File: src/rtl/dispatch_stage_pkg.sv
// dispatch_stage_pkg: shared types and default sizes for the rename/dispatch stage
package dispatch_stage_pkg;

    localparam int DEFAULT_TAG_W = 6;
    localparam int DEFAULT_NUM_Q = 4;

    typedef struct packed {
        logic                     pend;
        logic [DEFAULT_TAG_W-1:0] tag;
    } rst_entry_t;

    typedef enum logic {RUN, BR_WAIT} dispatch_state_e;

endpackage

File: src/rtl/dispatch_stage_tag_freelist.sv
// tag_freelist: circular free list of rename tags with sticky over-return error
// DISPATCH_CDB_BYPASS_EN: a tag returned while the list is empty is allocatable that same cycle
module tag_freelist #(
    parameter int TAG_W = 6
) (
    input  logic             clk,
    input  logic             rst,
    input  logic             alloc,
    input  logic             ret,
    input  logic [TAG_W-1:0] ret_tag,
    output logic [TAG_W-1:0] alloc_tag,
    output logic             avail,
    output logic             tag_err
);
    localparam int DEPTH = 1 << TAG_W;

    logic [TAG_W-1:0] tags [DEPTH];
    logic [TAG_W-1:0] rd_ptr, wr_ptr;
    logic [TAG_W:0]   count;
    logic             full, empty, ret_ok;

    assign full   = count == (TAG_W+1)'(DEPTH);
    assign empty  = count == '0;
    assign ret_ok = ret & ~full;
`ifdef DISPATCH_CDB_BYPASS_EN
    // empty implies rd_ptr == wr_ptr, so the returning tag is the head
    assign avail     = ~empty | ret;
    assign alloc_tag = empty ? ret_tag : tags[rd_ptr];
`else
    assign avail     = ~empty;
    assign alloc_tag = tags[rd_ptr];
`endif

    always_ff @(posedge clk or negedge rst) begin
        if (!rst) begin
            for (int i = 0; i < DEPTH; i++) tags[i] <= TAG_W'(i);
            rd_ptr  <= '0;
            wr_ptr  <= '0;
            count   <= (TAG_W+1)'(DEPTH);
            tag_err <= 1'b0;
        end else begin
            if (ret_ok) tags[wr_ptr] <= ret_tag;
            rd_ptr <= rd_ptr + TAG_W'(alloc);
            wr_ptr <= wr_ptr + TAG_W'(ret_ok);
            count  <= count + (TAG_W+1)'(ret_ok) - (TAG_W+1)'(alloc);
            if (ret && full) tag_err <= 1'b1;
        end
    end

endmodule

File: src/rtl/dispatch_stage.sv
// dispatch_stage: rename tag allocation, queue steering and branch stall between IFQ and issue queues
// DISPATCH_CDB_BYPASS_EN: same-cycle CDB wakeup of sources and free-list refill
module dispatch_stage
    import dispatch_stage_pkg::*;
#(
    parameter int TAG_W     = DEFAULT_TAG_W,
    parameter int ARCH_REGS = 32,
    parameter int NUM_Q     = DEFAULT_NUM_Q,
    parameter int AREG_W    = $clog2(ARCH_REGS)
) (
    input  logic              clk,
    input  logic              rst,
    input  logic              if_valid,
    output logic              if_ready,
    input  logic [AREG_W-1:0] if_rs1,
    input  logic [AREG_W-1:0] if_rs2,
    input  logic [AREG_W-1:0] if_rd,
    input  logic              if_rd_wr,
    input  logic [NUM_Q-1:0]  if_qsel,
    input  logic              if_branch,
    input  logic [NUM_Q-1:0]  q_ready,
    input  logic              cdb_valid,
    input  logic [TAG_W-1:0]  cdb_tag,
    input  logic              cdb_branch,
    input  logic              cdb_branch_taken,
    output logic [NUM_Q-1:0]  disp_valid,
    output logic [TAG_W-1:0]  disp_rs1_tag,
    output logic [TAG_W-1:0]  disp_rs2_tag,
    output logic [TAG_W-1:0]  disp_rd_tag,
    output logic              disp_rs1_rdy,
    output logic              disp_rs2_rdy,
    output logic              redirect,
    output logic              tag_err
);
    dispatch_state_e      state, state_nxt;
    logic [ARCH_REGS-1:0] pend;
    logic [TAG_W-1:0]     tag_tab [ARCH_REGS];
    logic [TAG_W-1:0]     alloc_tag;
    logic                 avail, accept, alloc, cdb_resolve, rs1_rdy, rs2_rdy;

    assign if_ready    = (state == RUN) & |(if_qsel & q_ready) & (~if_rd_wr | avail);
    assign accept      = if_valid & if_ready;
    assign alloc       = accept & if_rd_wr & (if_rd != '0);
    assign cdb_resolve = cdb_valid & cdb_branch;
`ifdef DISPATCH_CDB_BYPASS_EN
    assign rs1_rdy = ~pend[if_rs1] | (cdb_valid & (tag_tab[if_rs1] == cdb_tag));
    assign rs2_rdy = ~pend[if_rs2] | (cdb_valid & (tag_tab[if_rs2] == cdb_tag));
`else
    assign rs1_rdy = ~pend[if_rs1];
    assign rs2_rdy = ~pend[if_rs2];
`endif

    tag_freelist #(.TAG_W(TAG_W)) u_freelist (
        .clk      (clk),
        .rst      (rst),
        .alloc    (alloc),
        .ret      (cdb_valid),
        .ret_tag  (cdb_tag),
        .alloc_tag(alloc_tag),
        .avail    (avail),
        .tag_err  (tag_err)
    );

    always_comb begin
        state_nxt = state;
        if (state == RUN && accept && if_branch) state_nxt = BR_WAIT;
        else if (state == BR_WAIT && cdb_resolve) state_nxt = RUN;
    end

    always_ff @(posedge clk or negedge rst) begin
        if (!rst) begin
            state        <= RUN;
            disp_valid   <= '0;
            disp_rs1_tag <= '0;
            disp_rs2_tag <= '0;
            disp_rd_tag  <= '0;
            disp_rs1_rdy <= 1'b0;
            disp_rs2_rdy <= 1'b0;
            redirect     <= 1'b0;
        end else begin
            state      <= state_nxt;
            disp_valid <= accept ? if_qsel : '0;
            redirect   <= (state == BR_WAIT) & cdb_resolve & cdb_branch_taken;
            if (accept) begin
                disp_rs1_tag <= tag_tab[if_rs1];
                disp_rs2_tag <= tag_tab[if_rs2];
                disp_rd_tag  <= alloc ? alloc_tag : '0;
                disp_rs1_rdy <= rs1_rdy;
                disp_rs2_rdy <= rs2_rdy;
            end
        end
    end

    // entry 0 is never written, so x0 always reads as ready with tag 0
    always_ff @(posedge clk or negedge rst) begin
        if (!rst) begin
            pend <= '0;
            for (int i = 0; i < ARCH_REGS; i++) tag_tab[i] <= '0;
        end else begin
            for (int i = 1; i < ARCH_REGS; i++) begin
                if (alloc && if_rd == AREG_W'(i)) begin
                    pend[i]    <= 1'b1;
                    tag_tab[i] <= alloc_tag;
                end else if (cdb_valid && pend[i] && tag_tab[i] == cdb_tag) begin
                    pend[i] <= 1'b0;
                end
            end
        end
    end

endmodule

File: config.mk
export PLATFORM = sky130hd
export DESIGN_NAME = dispatch_stage
export DESIGN_NICKNAME = d
export VERILOG_FILES = /design/src/rtl/dispatch_stage_pkg.sv /design/src/rtl/dispatch_stage_tag_freelist.sv /design/src/rtl/dispatch_stage.sv
export SDC_FILE = /design/constraint.sdc
export NUM_CORES = 1
export LEC_CHECK = 0
export ABC_AREA = 1
export BUFFER_PORTS_ARGS = -buffer_cell sky130_fd_sc_hd__buf_2
export CORE_MARGIN = 4
export CORE_UTILIZATION = 25
export DETAILED_ROUTE_END_ITERATION = 8
export GPL_TIMING_DRIVEN = 1
export HOLD_SLACK_MARGIN = 0.12
export PLACE_DENSITY = 0.37
export SYNTH_ARGS = -nofsm -noshare
export SYNTH_HDL_FRONTEND = slang
export SYNTH_HIERARCHICAL = 1
export SYNTH_SLANG_ARGS = --single-unit
File: constraint.sdc
create_clock -name clk -period 3 [get_ports clk]
set_input_delay 0.3 -clock clk [delete_from_list [all_inputs] [get_ports clk]]
set_output_delay 0.3 -clock clk [all_outputs]
set_load 0.02 [all_outputs]
==> impl_metrics.tcl <==
set metrics [dict create \
    dieArea_sq_mm 0.1529 \
    layout_common_cells "nand2_1, nand3_1, dfrtp_1, inv_1, o21ai_0" \
    arrival_ns 3.48 \
    period_needed_ns 2.843 \
    clkSlewWorstSetupHoldPaths_ns 0.06 \
    wl_per_cell_microns 21.41 \
    hold_slack_ns 0.1625 \
    yosysSeqAreaShare_pct 44.80 \
    synth_top_area_share_pct 30.97 \
    layout_commonest_cell "nand2_1" \
    drc 0 \
    ys_ff_latch 647 \
    crit_top_cell "nand2_1" \
    dp_worst_setup_slack_ns -0.2418 \
    netlist-cell-type-count 42 \
    slowest_delay_ns 0.59 \
    fin_skew_ns 0.06308 \
    use_met1_pct 29.22 \
    critical_path.cell_chain "inv_16 -> buf_12 -> nand2_1 -> nand2_1 -> nand2_1 -> nand3_1 -> nand3_1 -> nand2_1 -> nand3_1 -> nand2_1 -> buf_12 -> buf_4 -> nand3_1 -> nand2_1" \
    fmaxAchievable_mhz 351.7 \
    setup_ws_ns 0.1570 \
    grt_pass1_wl_microns 230900 \
    critPathRequiredTime_ns 3.63 \
    cp_max_fo 33 \
    critPathLaunch "u_freelist/rd_ptr[0]$_DFF_PN0_" \
    regArea_sq_mm 0.01644 \
    gp_congestion 0.8517 \
    power.density_mw_per_mm2 1026 \
    die_w_microns 391.0 \
    cp-start-kind "register" \
    cts_sinks 647 \
    finalSetupTns_ns 0 \
    r2r-start "u_freelist/rd_ptr[0]$_DFF_PN0_" \
    viasPerCell 4.789 \
    initial_core_util_pct 25.17 \
    finalCoreUtilization_pct 29.77 \
    antenna_found_initial 1 \
    numCtsBuffers 88 \
    syn_area_per_cell_sq_um 7.062 \
    track_usage_pct 19.99 \
    synth_warnings 20 \
    clock_latency_ns 0.71 \
    grtUsageMet3_pct 2.560 \
    htree_levels 3 \
    syn-num-nets 5245 \
    synth_area_sq_mm 0.03668 \
    first_pass_iters 6 \
    synth_area_leaders "dfrtp_1, nand2_1, dfstp_2" \
    drt_iter0_drc 2997 \
    status "finished clean" \
    max_slew.worst_pin.slew_ns 1.116 \
    final.period_utilization_pct 94.77 \
    leakagePower_nw 20.15 \
    cts_root_buf "clkbuf_16" \
    multi_input_area_sq_mm 0.01704 \
    worstSetupEndpointType "register" \
    core_area_sq_mm 0.1457 \
    first_global_vias 33210 \
    synthCells 5194 \
    async_flop_share_pct 100.0 \
    hp-class "in -> async" \
    use_met2_pct 30.69 \
    grt_max_degree 113 \
    maxCapViolations 0 \
    slew_headroom_pct 25.63 \
    vias 34560 \
    antenna_left 0 \
    total_power_mw 44.52 \
    synth_edf_count 0 \
    worst-setup-path-type "reg -> reg" \
    io_pins 64 \
    ys.flop_type "dfrtp_1" \
    routed_wl_microns 154500 \
    drive_gt1_share_pct 13.87 \
    ir_worst_vdd_mv 0.6339 \
    rsz0062_at_grt "true" \
    rows 140 \
    portBuffers 63 \
    cts_tree "built" \
    hold_violations 0 \
    finalSetupViolCount 0 \
    yosysTopAreaCell "dfrtp_1" \
    postCtsSetupBuffers 0 \
    drv_slew 0 \
    syn2layout_area_growth_pct 18.28 \
    nets 5277 \
    nFillCells 16030 \
    grt_overflow 0 \
    clockBufferDepth 3 \
    grt_busiest_layer "met2" \
    dp_hpwl_microns 102000 \
    slowest_stage "dfrtp_4" \
    die_h_microns 391.0 \
]
[Yosys cell counts (29+ instances only)]
library cell	number
a21oi_1	38
dfrtp_1	454
o21ai_1	193
nor2_1	233
inv_1	408
xor2_1	69
nand3_1	773
o21ai_0	247
nor3_1	45
nand2_1	1968
dfstp_2	193
o22ai_1	29
buf_1	49
clkbuf_1	199
buf_2	79
o21ai_2	34
[state kept, by name, indices dropped and copies added, names as in the netlist, 4 cells and up]
register and count:
disp_rd_tag 6, disp_rs1_tag 6, disp_rs2_tag 6, disp_valid 4
pend 31, tag_tab 186, u_freelist/count 7, u_freelist/rd_ptr 6
u_freelist/tags 384, u_freelist/wr_ptr 6
[kinds of logic (layout without fill, tap and decap cells)]
logic type	after synthesis	in the layout	share of synthesized area (%)
xor+xnor	83	83	1.982
simple gates	3078	3078	35.19
compound gates	580	580	8.668
buf+inv	792	896	8.863
other cells	0	1	0
flops	647	647	44.80
fa+ha+maj	14	14	0.4981
[through the flow]
step           area (sq um)  std cells
6_report              43380       7216
5_1_grt               43380       7215
4_1_cts               43250       7212
3_5_place_dp          40140       7039
3_3_place_gp          40140       7039
2_1_floorplan         36690       5194
[report_power, final]
| group | switching, mW | internal (mW) | total (mW) |
|---|---|---|---|
| registers | 1.96 | 12.2 | 14.2 |
| logic | 12.7 | 6.62 | 19.4 |
| clock network | 4.43 | 6.54 | 11.0 |
| total | 19.1 | 25.4 | 44.5 |
[per-layer routing]
layer,vias up,wire length (microns)
met2,958,67400
met5,-,13
li1,16610,-
met1,16810,74470
met3,188,7982
met4,2,4646
[repair_timing]
action / CTS / global route
hold buffers: 11 / 0
resized for setup: 4 / 12
gates cloned: 0 / 3
setup endpoints to repair: 87 / 42
hold endpoints to repair: 132 / 0
pin swaps: 1 / 4
[final timing paths]
path	endpoint	slack, ns	cells after the start
min	u_freelist/tags[234]$_DFFE_PN0P_	0.16	2
min in group clk	u_freelist/tag_err$_DFFE_PN0P_	0.19	4
max reg2reg	tag_tab[146]$_DFFE_PN0P_	0.16	14
min reg2reg	u_freelist/tags[152]$_DFFE_PN1P_	0.47	2
max in group asynchronous	u_freelist/tags[152]$_DFFE_PN1P_	1.74	3
max	tag_tab[146]$_DFFE_PN0P_	0.16	14
[layout make-up]
class | count | area share, %
Antenna cell | 1 | 0.005768
Tap cell | 1917 | 5.529
Sequential cell | 647 | 37.89
Multi-Input combinational cell | 3755 | 39.29
Timing Repair Buffer | 294 | 6.504
Inverter | 440 | 3.882
Clock inverter | 28 | 0.8912
Clock buffer | 134 | 6.008
[critical path: cells and delay by family, from the launching register on]
kind / cells / cell delay [ns]
buffers and inverters: 4 / 0.89
flip-flops: 1 / 0.59
AND/OR/NAND/NOR: 10 / 1.23
Note: power is estimated with default switching activity, not from simulation.
